## src/rtl/orpsoc_boot_pkg.sv

```systemverilog
// orpsoc_boot_pkg: shared types and constants for the boot controller
package orpsoc_boot_pkg;
    typedef enum logic [2:0] {IDLE, XFER, RELEASE, RUN, ERR} state_t;
    localparam logic [3:0] WB_SEL_ALL = 4'hf;
    localparam int WORD_BYTES = 4;
    function automatic int cnt_w(input int n);
        return (n < 2) ? 1 : $clog2(n + 1);
    endfunction
endpackage

```

## src/rtl/orpsoc_rst_stagger.sv

```systemverilog
// orpsoc_rst_stagger: releases per-core resets one by one, STAGGER cycles apart
// Ports: clk, rst_n (sync, active-low), start (pulse the cycle before release begins),
//        cpu_rst[NUM_CORES] (active-high), all_released (last core out of reset)
module orpsoc_rst_stagger import orpsoc_boot_pkg::*; #(
    parameter int NUM_CORES = 1,
    parameter int STAGGER   = 16
) (
    input  logic                 clk,
    input  logic                 rst_n,
    input  logic                 start,
    output logic [NUM_CORES-1:0] cpu_rst,
    output logic                 all_released
);
    localparam int LAST = STAGGER * (NUM_CORES - 1);
    localparam int TW   = cnt_w(LAST);
    logic          active;
    logic [TW-1:0] t;
    // t saturates at LAST so released cores stay released until reset
    always_ff @(posedge clk)
        if (!rst_n) begin
            active <= 1'b0;
            t      <= '0;
        end else if (start) begin
            active <= 1'b1;
            t      <= '0;
        end else if (active && int'(t) != LAST)
            t <= t + 1'b1;
    always_comb
        for (int k = 0; k < NUM_CORES; k++)
            cpu_rst[k] = !(active && int'(t) >= STAGGER * k);
    assign all_released = active && int'(t) == LAST;
endmodule

```

## src/rtl/orpsoc_boot_ctrl.sv

```systemverilog
// orpsoc_boot_ctrl: loads a streamed image into RAM over Wishbone, then releases cores
// Ports: wb_clk_i/wb_rst_ni (sync active-low reset), img_* valid/ready word stream,
//        wbm_* Wishbone write master, cpu_rst_o per-core reset, boot_done_o, boot_err_o,
//        words_o words written. Option: ORPSOC_BOOT_CHECKSUM_EN treats the last word as a
//        checksum of all written words instead of data.
module orpsoc_boot_ctrl import orpsoc_boot_pkg::*; #(
    parameter int            NUM_CORES = 1,
    parameter int            AW        = 32,
    parameter logic [AW-1:0] BASE_ADDR = '0,
    parameter int            MAX_WORDS = 16384,
    parameter int            STAGGER   = 16,
    parameter int            TIMEOUT   = 256
) (
    input  logic                 wb_clk_i,
    input  logic                 wb_rst_ni,
    input  logic                 img_valid_i,
    output logic                 img_ready_o,
    input  logic [31:0]          img_data_i,
    input  logic                 img_last_i,
    output logic [AW-1:0]        wbm_adr_o,
    output logic [31:0]          wbm_dat_o,
    output logic [3:0]           wbm_sel_o,
    output logic                 wbm_we_o,
    output logic                 wbm_cyc_o,
    output logic                 wbm_stb_o,
    input  logic                 wbm_ack_i,
    input  logic                 wbm_err_i,
    output logic [NUM_CORES-1:0] cpu_rst_o,
    output logic                 boot_done_o,
    output logic                 boot_err_o,
    output logic [AW-1:0]        words_o
);
    localparam int TW = cnt_w(TIMEOUT);
    state_t                state, nxt;
    logic                  rdy, last_q, accept, start, all_rel, xfer;
    logic [31:0]           dat_q;
    logic [AW-1:0]         words;
    logic [TW-1:0]         tmo;
    logic [NUM_CORES-1:0]  stg_rst;
`ifdef ORPSOC_BOOT_CHECKSUM_EN
    logic [31:0]           sum;
`endif
    assign accept = img_valid_i && rdy;
    assign xfer   = state == XFER;
    always_comb begin
        nxt = state;
        case (state)
            IDLE:
                if (accept)
`ifdef ORPSOC_BOOT_CHECKSUM_EN
                    nxt = img_last_i ? ((sum == img_data_i) ? RELEASE : ERR)
                                     : (words == AW'(MAX_WORDS)) ? ERR : XFER;
`else
                    nxt = (words == AW'(MAX_WORDS)) ? ERR : XFER;
`endif
            // err wins over a simultaneous ack
            XFER:    nxt = wbm_err_i ? ERR : wbm_ack_i ? (last_q ? RELEASE : IDLE)
                         : (tmo == TW'(TIMEOUT - 1)) ? ERR : XFER;
            RELEASE: nxt = all_rel ? RUN : RELEASE;
            default: nxt = state;
        endcase
    end
    always_ff @(posedge wb_clk_i)
        if (!wb_rst_ni) begin
            state  <= IDLE;
            rdy    <= 1'b0;
            words  <= '0;
            dat_q  <= '0;
            last_q <= 1'b0;
            tmo    <= '0;
`ifdef ORPSOC_BOOT_CHECKSUM_EN
            sum    <= '0;
`endif
        end else begin
            state <= nxt;
            rdy   <= nxt == IDLE;
            tmo   <= xfer ? tmo + 1'b1 : '0;
            if (accept) begin
                dat_q  <= img_data_i;
                last_q <= img_last_i;
            end
            if (xfer && wbm_ack_i && !wbm_err_i) begin
                words <= words + 1'b1;
`ifdef ORPSOC_BOOT_CHECKSUM_EN
                sum   <= sum + dat_q;
`endif
            end
        end
    assign start = (nxt == RELEASE) && (state != RELEASE);
    orpsoc_rst_stagger #(.NUM_CORES(NUM_CORES), .STAGGER(STAGGER)) u_stagger (
        .clk          (wb_clk_i),
        .rst_n        (wb_rst_ni),
        .start        (start),
        .cpu_rst      (stg_rst),
        .all_released (all_rel)
    );
    assign img_ready_o = rdy;
    assign wbm_cyc_o   = xfer;
    assign wbm_stb_o   = xfer;
    assign wbm_we_o    = xfer;
    assign wbm_sel_o   = xfer ? WB_SEL_ALL : '0;
    assign wbm_adr_o   = xfer ? BASE_ADDR + words * AW'(WORD_BYTES) : '0;
    assign wbm_dat_o   = xfer ? dat_q : '0;
    assign cpu_rst_o   = boot_err_o ? '1 : stg_rst;
    assign boot_done_o = state == RUN;
    assign boot_err_o  = state == ERR;
    assign words_o     = words;
endmodule
```

## config.mk

```make
export PLATFORM = sky130hd
export DESIGN_NAME = orpsoc_boot_ctrl
export DESIGN_NICKNAME = d
export VERILOG_FILES = /design/src/rtl/orpsoc_boot_pkg.sv /design/src/rtl/orpsoc_rst_stagger.sv /design/src/rtl/orpsoc_boot_ctrl.sv
export SDC_FILE = /design/constraint.sdc
export NUM_CORES = 1
export LEC_CHECK = 0
export BUFFER_PORTS_ARGS = -buffer_cell sky130_fd_sc_hd__buf_2
export CORE_ASPECT_RATIO = 0.6
export CORE_MARGIN = 2
export CORE_UTILIZATION = 35
export DETAILED_ROUTE_END_ITERATION = 8
export PLACE_DENSITY = 0.68
export SYNTH_ARGS = -nofsm -noshare
export SYNTH_HDL_FRONTEND = slang
export SYNTH_SLANG_ARGS = --single-unit
```

## constraint.sdc

```tcl
create_clock -name wb_clk_i -period 4.7 [get_ports wb_clk_i]
set_clock_uncertainty 0.05 [all_clocks]
set_input_delay 0.94 -clock wb_clk_i [delete_from_list [all_inputs] [get_ports wb_clk_i]]
set_output_delay 0.94 -clock wb_clk_i [all_outputs]
set_load 0.01 [all_outputs]
```

# Word-level counts from Yosys, hierarchy flattened
# Index checks and enable logic that the tools add are counted.
# Widths: inputs -> output; s select.
# totals
ff_bits,80
latch_bits,0
ram_bits,0
mem_bits_ro,0
in_bits,38
out_inout_bits,107
wordCells,45
memories,0
# classes
add_sub_neg,3
mul,0
n_div,0
order_cmp,0
eq_ne,8
shift,0
mux,12
bitwise,2
reduce_logical,12
# op_table
operator,count
$mux 32,2
$add 32x1->32 const B,1
$eq 32x15->1 const B,1
$mux 3,5
$add 9x1->9 const B,1
$eq 3x2->1 const B,3
$eq 9x8->1 const B,1
$pmux 3 s3,1
$logic_and 1x1->1,6
$logic_not 3->1,2
$mux 4,1
$eq 3x1->1 const B,1
$eq 3x3->1 const B,1
$ne 3x2->1 const B,1
$logic_not 1->1,2
$mux 1,2
$mux 2,1
$not 1->1,2
$reduce_and 2->1,1
$reduce_or 2->1,1
$add 1x1->1 const B,1

# Depth between registers and ports, before layout
# depth
word_depth,8
depth_mapped,7
mapped_depth_nobuf,7

# Hierarchy
# Synthesis repeated with hierarchy kept, for this count alone.
# unflattened
hier_cells,477
hier_area_um2,3814.9
# modules_own_cells
module,n_inst,cells_per_inst,area_each_um2,seq_area_each_um2
orpsoc_boot_ctrl,1,471,3744.8,1561.5
orpsoc_rst_stagger,1,6,70.1,40.0

# Worst setup path before layout
# Ideal clock, no wire load.
# synth_path
path_type,input-to-reg
startpoint,input port wbm_err_i
endpoint,"register words[31], in the netlist words_o[31]"
setup_time_ns,0.070
arrival_ns,2.617
t_required_ns,4.580
setup_slack_ns,1.963
cell_stages,6
path_buffers,1
cell_sequence,nand3b_1 > or3_4 > or4_1 > buf_2 > or3_1 > a21oi_1
# synth_between
elab_chain_len,2
# synth_rtl
item,line_no,rtl
from (decl),orpsoc_boot_ctrl.sv:27,"input logic wbm_err_i,"
$logic_not 1->1,orpsoc_boot_ctrl.sv:82,if (xfer && wbm_ack_i && !wbm_err_i) begin
$logic_and 1x1->1,orpsoc_boot_ctrl.sv:82,
to (signal assigned),orpsoc_boot_ctrl.sv:83,words <= words + 1'b1;
to (decl),orpsoc_boot_ctrl.sv:37,logic [AW-1:0] words;
# No other way between the ends.
# A chain may end at the register's enable or synchronous reset.

# Worst setup path after layout
# layout_path
startpoint,register state[1]
endpoint,output port wbm_sel_o[1]
# layout_between
elab_chain_len,2
# layout_rtl
item,line_no,rtl
from (decl),orpsoc_boot_ctrl.sv:34,"state_t state, nxt;"
from (signal assigned),orpsoc_boot_ctrl.sv:75,state <= nxt;
$eq 3x1->1,orpsoc_boot_ctrl.sv:44,assign xfer = state == XFER;
$mux 4,orpsoc_boot_ctrl.sv:101,assign wbm_sel_o = xfer ? WB_SEL_ALL : '0;
to (decl),orpsoc_boot_ctrl.sv:22,"output logic [3:0] wbm_sel_o,"
# No other way between the ends.

==> results <==
- The element type at the critical path end is an output port.
- The number of ports placed on the die boundary is 145.
- After routing, the total negative slack on setup checks comes to 0 ps.
- The count of buffers inserted at the top-level ports is 142.
- The tree is rooted in a clkbuf_16.
- The post-route netlist has 27.75% of its cells at a drive strength greater than 1.
- The detailed-router iteration count before antenna repair is 4.
- At the worst endpoint, the required time is 3710 ps.
- The initial core utilization is 36.17%.
- The critical path in this run is classified as reg2out.
- The number of setup buffers added after CTS is 0.
- After detailed routing, the number of remaining DRC violations is 0.
- Dividing the final minimum period by the clock period gives 67.53%.
- After the first detailed-routing iteration, the DRC count stood at 220.
- By area the synthesized netlist is led by dfxtp_1, and3_1, nand2_1.
- The type of the worst min-delay path is reg2reg.
- After clock tree synthesis, the clock-pin slew on the worst setup and hold paths is 60 ps.
- IR analysis of the VDD net gives a maximum drop of 0.2089 mV.
- The number of antenna diodes in the final layout is 0.
- In this design, the stage delay of the slowest critical-path cell is 930 ps.
- The y dimension of the die is 85.19 um.
- The count of endpoints failing setup in the final report is 0.
- The detail route stage leaves a number of antenna-violating nets equal to 0.
- The pin count of the biggest net entering global routing is 68.
- The number of buffer and inverter instances along the worst setup path is 1.
- The cell with the largest stage delay on the worst path is nor2_4.
- Counting every instance in the synthesized netlist gives 490.
- In this run the static leakage power is 0.002323 uW.
- Dividing the detail-routed wire length by the instance count gives 14.17 um.
- The fill cell instance count of the final layout is 1049.
- The number of core rows is 29.
- For this design, the sink count on the clock tree is 80.
- The count of pins over their slew limit was 0.
- The core box area is 0.01063 sq mm.
- In the synthesized netlist the dominant register cell turns out to be dfxtp_1.
- TritonCTS built the clock tree.
- The signal on the critical path passes through nor2_4 > and2_1 > buf_2.
- Summing every instance area after synthesis gives 0.003845 sq mm.
- The power per cell area is 305.5 mW/mm^2.
- The net count of the finished layout is 646.
- STA puts the critical path data arrival time at 2180 ps.
- The global-route total usage across every layer is 17.80%.
- The horizontal extent of the die is 139.3 um.
- The worst slew margin relative to its limit is 21.72%.
- Setup repair after global routing left no endpoint under its margin.
- Sequential elements use 41.65% of the synthesized area.
- The number of warnings reported in the yosys synthesis log is 0.
- Buffers inserted to repair hold after CTS numbered 0.
- The via count of the first global-routing pass is 3461.
- The number of levels in the clock H-tree is 3.
- The post-synthesis cell type count is 42.
- Dividing the detail-routed via count by the number of cells gives 5.076.
- The maximum root-to-sink buffer count is 2.
- The cell type with the highest aggregate area in the netlist is dfxtp_1.
- For the pin with the worst max-slew slack, the measured transition is 1171 ps.
- Counting I/O delays and the setup requirement, the final critical path takes 3174 ps.
- Post-CTS repair changed the size of 0 cells.
- The overall power of the completed layout is 1480 uW.
- Summed over all layers, the routed wires come to 10600 um.
- The initial antenna violation count is 0.
- The run finished with clean final reports.
- The maximum clock frequency is 315.0 MHz.
- Averaged over all synthesized cells, the footprint is 7.847 sq um.
- The synthesized design contains 80 register bits.
- In this design, the largest share of critical-path delay is due to simple AND/OR/NAND/NOR gates.
- The sequential standard cell area is 0.001603 sq mm.
- The first global-routing pass estimated 17240 um of wire.
- After synthesis, the share of flip-flops with an asynchronous set or reset is 0%.
- At the end of routability-driven placement, the weighted congestion stood at 0.8207.
- The routed via count is 3797.
- The area occupied by multi-input gates is 0.002027 sq mm.
- The share of synthesized area in the top cell type comes to 41.65%.
- The hold violation count in the final report is 0.
- The floorplan step defined a die boundary enclosing 0.01187 sq mm.
- The largest fanout on the critical path is 65.
- From synthesis to final layout, the design area changed by 25.97%.
- The number of buffers inserted during clock tree synthesis is 9.
- Detailed placement ended at an HPWL of 7504 um.
- Summed over all layers, the global routing overflow is 0.
- The number of synthesized flops with an enable pin is 0.
- The max-cap violation count is 0.
- The startpoint kind of the worst setup timing path is a flip-flop.
- The clock network latency to the later pin of the worst-skew pair is 330 ps.
## worst paths after layout
kind / depth (start not counted) / slack, ps / start / end
setup / recovery: 3 / 1530 / state[1] / wbm_sel_o[1]
hold / removal: 1 / 390 / tmo[0] / tmo[0]
setup reg to reg: 5 / 2080 / state[0] / words_o[31]
hold reg to reg: 1 / 390 / tmo[0] / tmo[0]
## cell families (layout without fill, tap and decap cells)
group                      count (synthesis)  in the layout  share of synthesized area [%]
and+or+nand+nor                          270            270                          36.48
DFF                                       80             80                          41.65
AOI/OAI and AO/OA                         55             55                          7.712
adders and majority gates                  4              4                          1.302
other                                      1              2                        0.09753
buffers and inverters                     50            168                          5.923
xor gates and xnor gates                  30             30                          6.834
## layout make-up
type,count,share of cell area (%)
Tap cell,139,3.591
Multi-Input combinational cell,361,41.85
Timing Repair Buffer,144,14.98
Clock inverter,5,0.6458
Inverter,8,0.6200
Clock buffer,11,5.218
Sequential cell,80,33.09
## synth_stat cells, types with 7 or more instances
library cell,instances
clkbuf_1,28
and3_1,67
xor2_1,10
dfxtp_1,80
inv_1,8
nor4_1,11
nand3_1,12
nor2_1,42
xnor2_1,20
nand2_1,83
nand4_1,7
a21oi_1,42
buf_4,8
nor3_1,9
## worst reg2reg max path, cell delays in order, from the launching register on
cell      delay, ps
dfxtp_2         620
nand3b_1        220
or3_4           440
or4_1           670
or3_1           390
a21oi_1         140
## registers in the layout, indices dropped and copies added, names as in the netlist
register and flops:
dat_q 32, words_o 32, tmo 9, state 3, img_ready_o 1, last_q 1, u_stagger.active 1, u_stagger.t 1
## through the flow
step / cells / setup slack [ps] / utilization [%] / hold slack [ps] / area [sq um]
finish: 748 / 1526 / 45.56 / 392.8 / 4843
global route: 748 / 1258 / 45.56 / 419.4 / 4843
CTS: 748 / 1503 / 45.56 / 398.6 / 4843
detailed placement: 732 / 1657 / 42.89 / 389.8 / 4559
global placement: 732 / 1733 / 42.89 / 376.8 / 4559
floorplan: 491 / 1963 / - / 367.6 / 3849
## power by group
| part | leakage [uW] | switching (uW) | internal (uW) | total (uW) |
|---|---|---|---|---|
| Sequential | 0.000648 | 14.6 | 699 | 714 |
| Clock | 0.000141 | 268 | 384 | 652 |
| Combinational | 0.00153 | 75.6 | 38.7 | 114 |
## routing by layer
layer	track usage (%)	routed length (um)	up-vias
met5	0	0	-
met4	3.857	75	0
met3	5.474	748	8
met2	27.36	4528	116
met1	24.72	5249	1769
li1	-	-	1904
## placed cells by master, fill, tap and decap left out, types with 2 or more instances in the layout
master / n
nor2b_1: 2
xnor2_1: 20
ha_1: 4
or2_2: 3
and3_1: 67
xor2_1: 10
nor4b_1: 5
clkinv_2: 3
nand2b_1: 2
o31ai_1: 2
buf_4: 2
conb_1: 2
or4_1: 4
buf_2: 142
nand3_1: 12
nand4_1: 7
dfxtp_1: 79
nor3_1: 9
clkbuf_8: 2
o21ai_0: 6
nor2_1: 41
and2_1: 6
a21oi_1: 42
and4_1: 2
inv_1: 7
clkbuf_16: 9
nand2_1: 83
o21a_1: 2
or3_1: 6
nor4_1: 11
(Power assumes the default switching activity.)
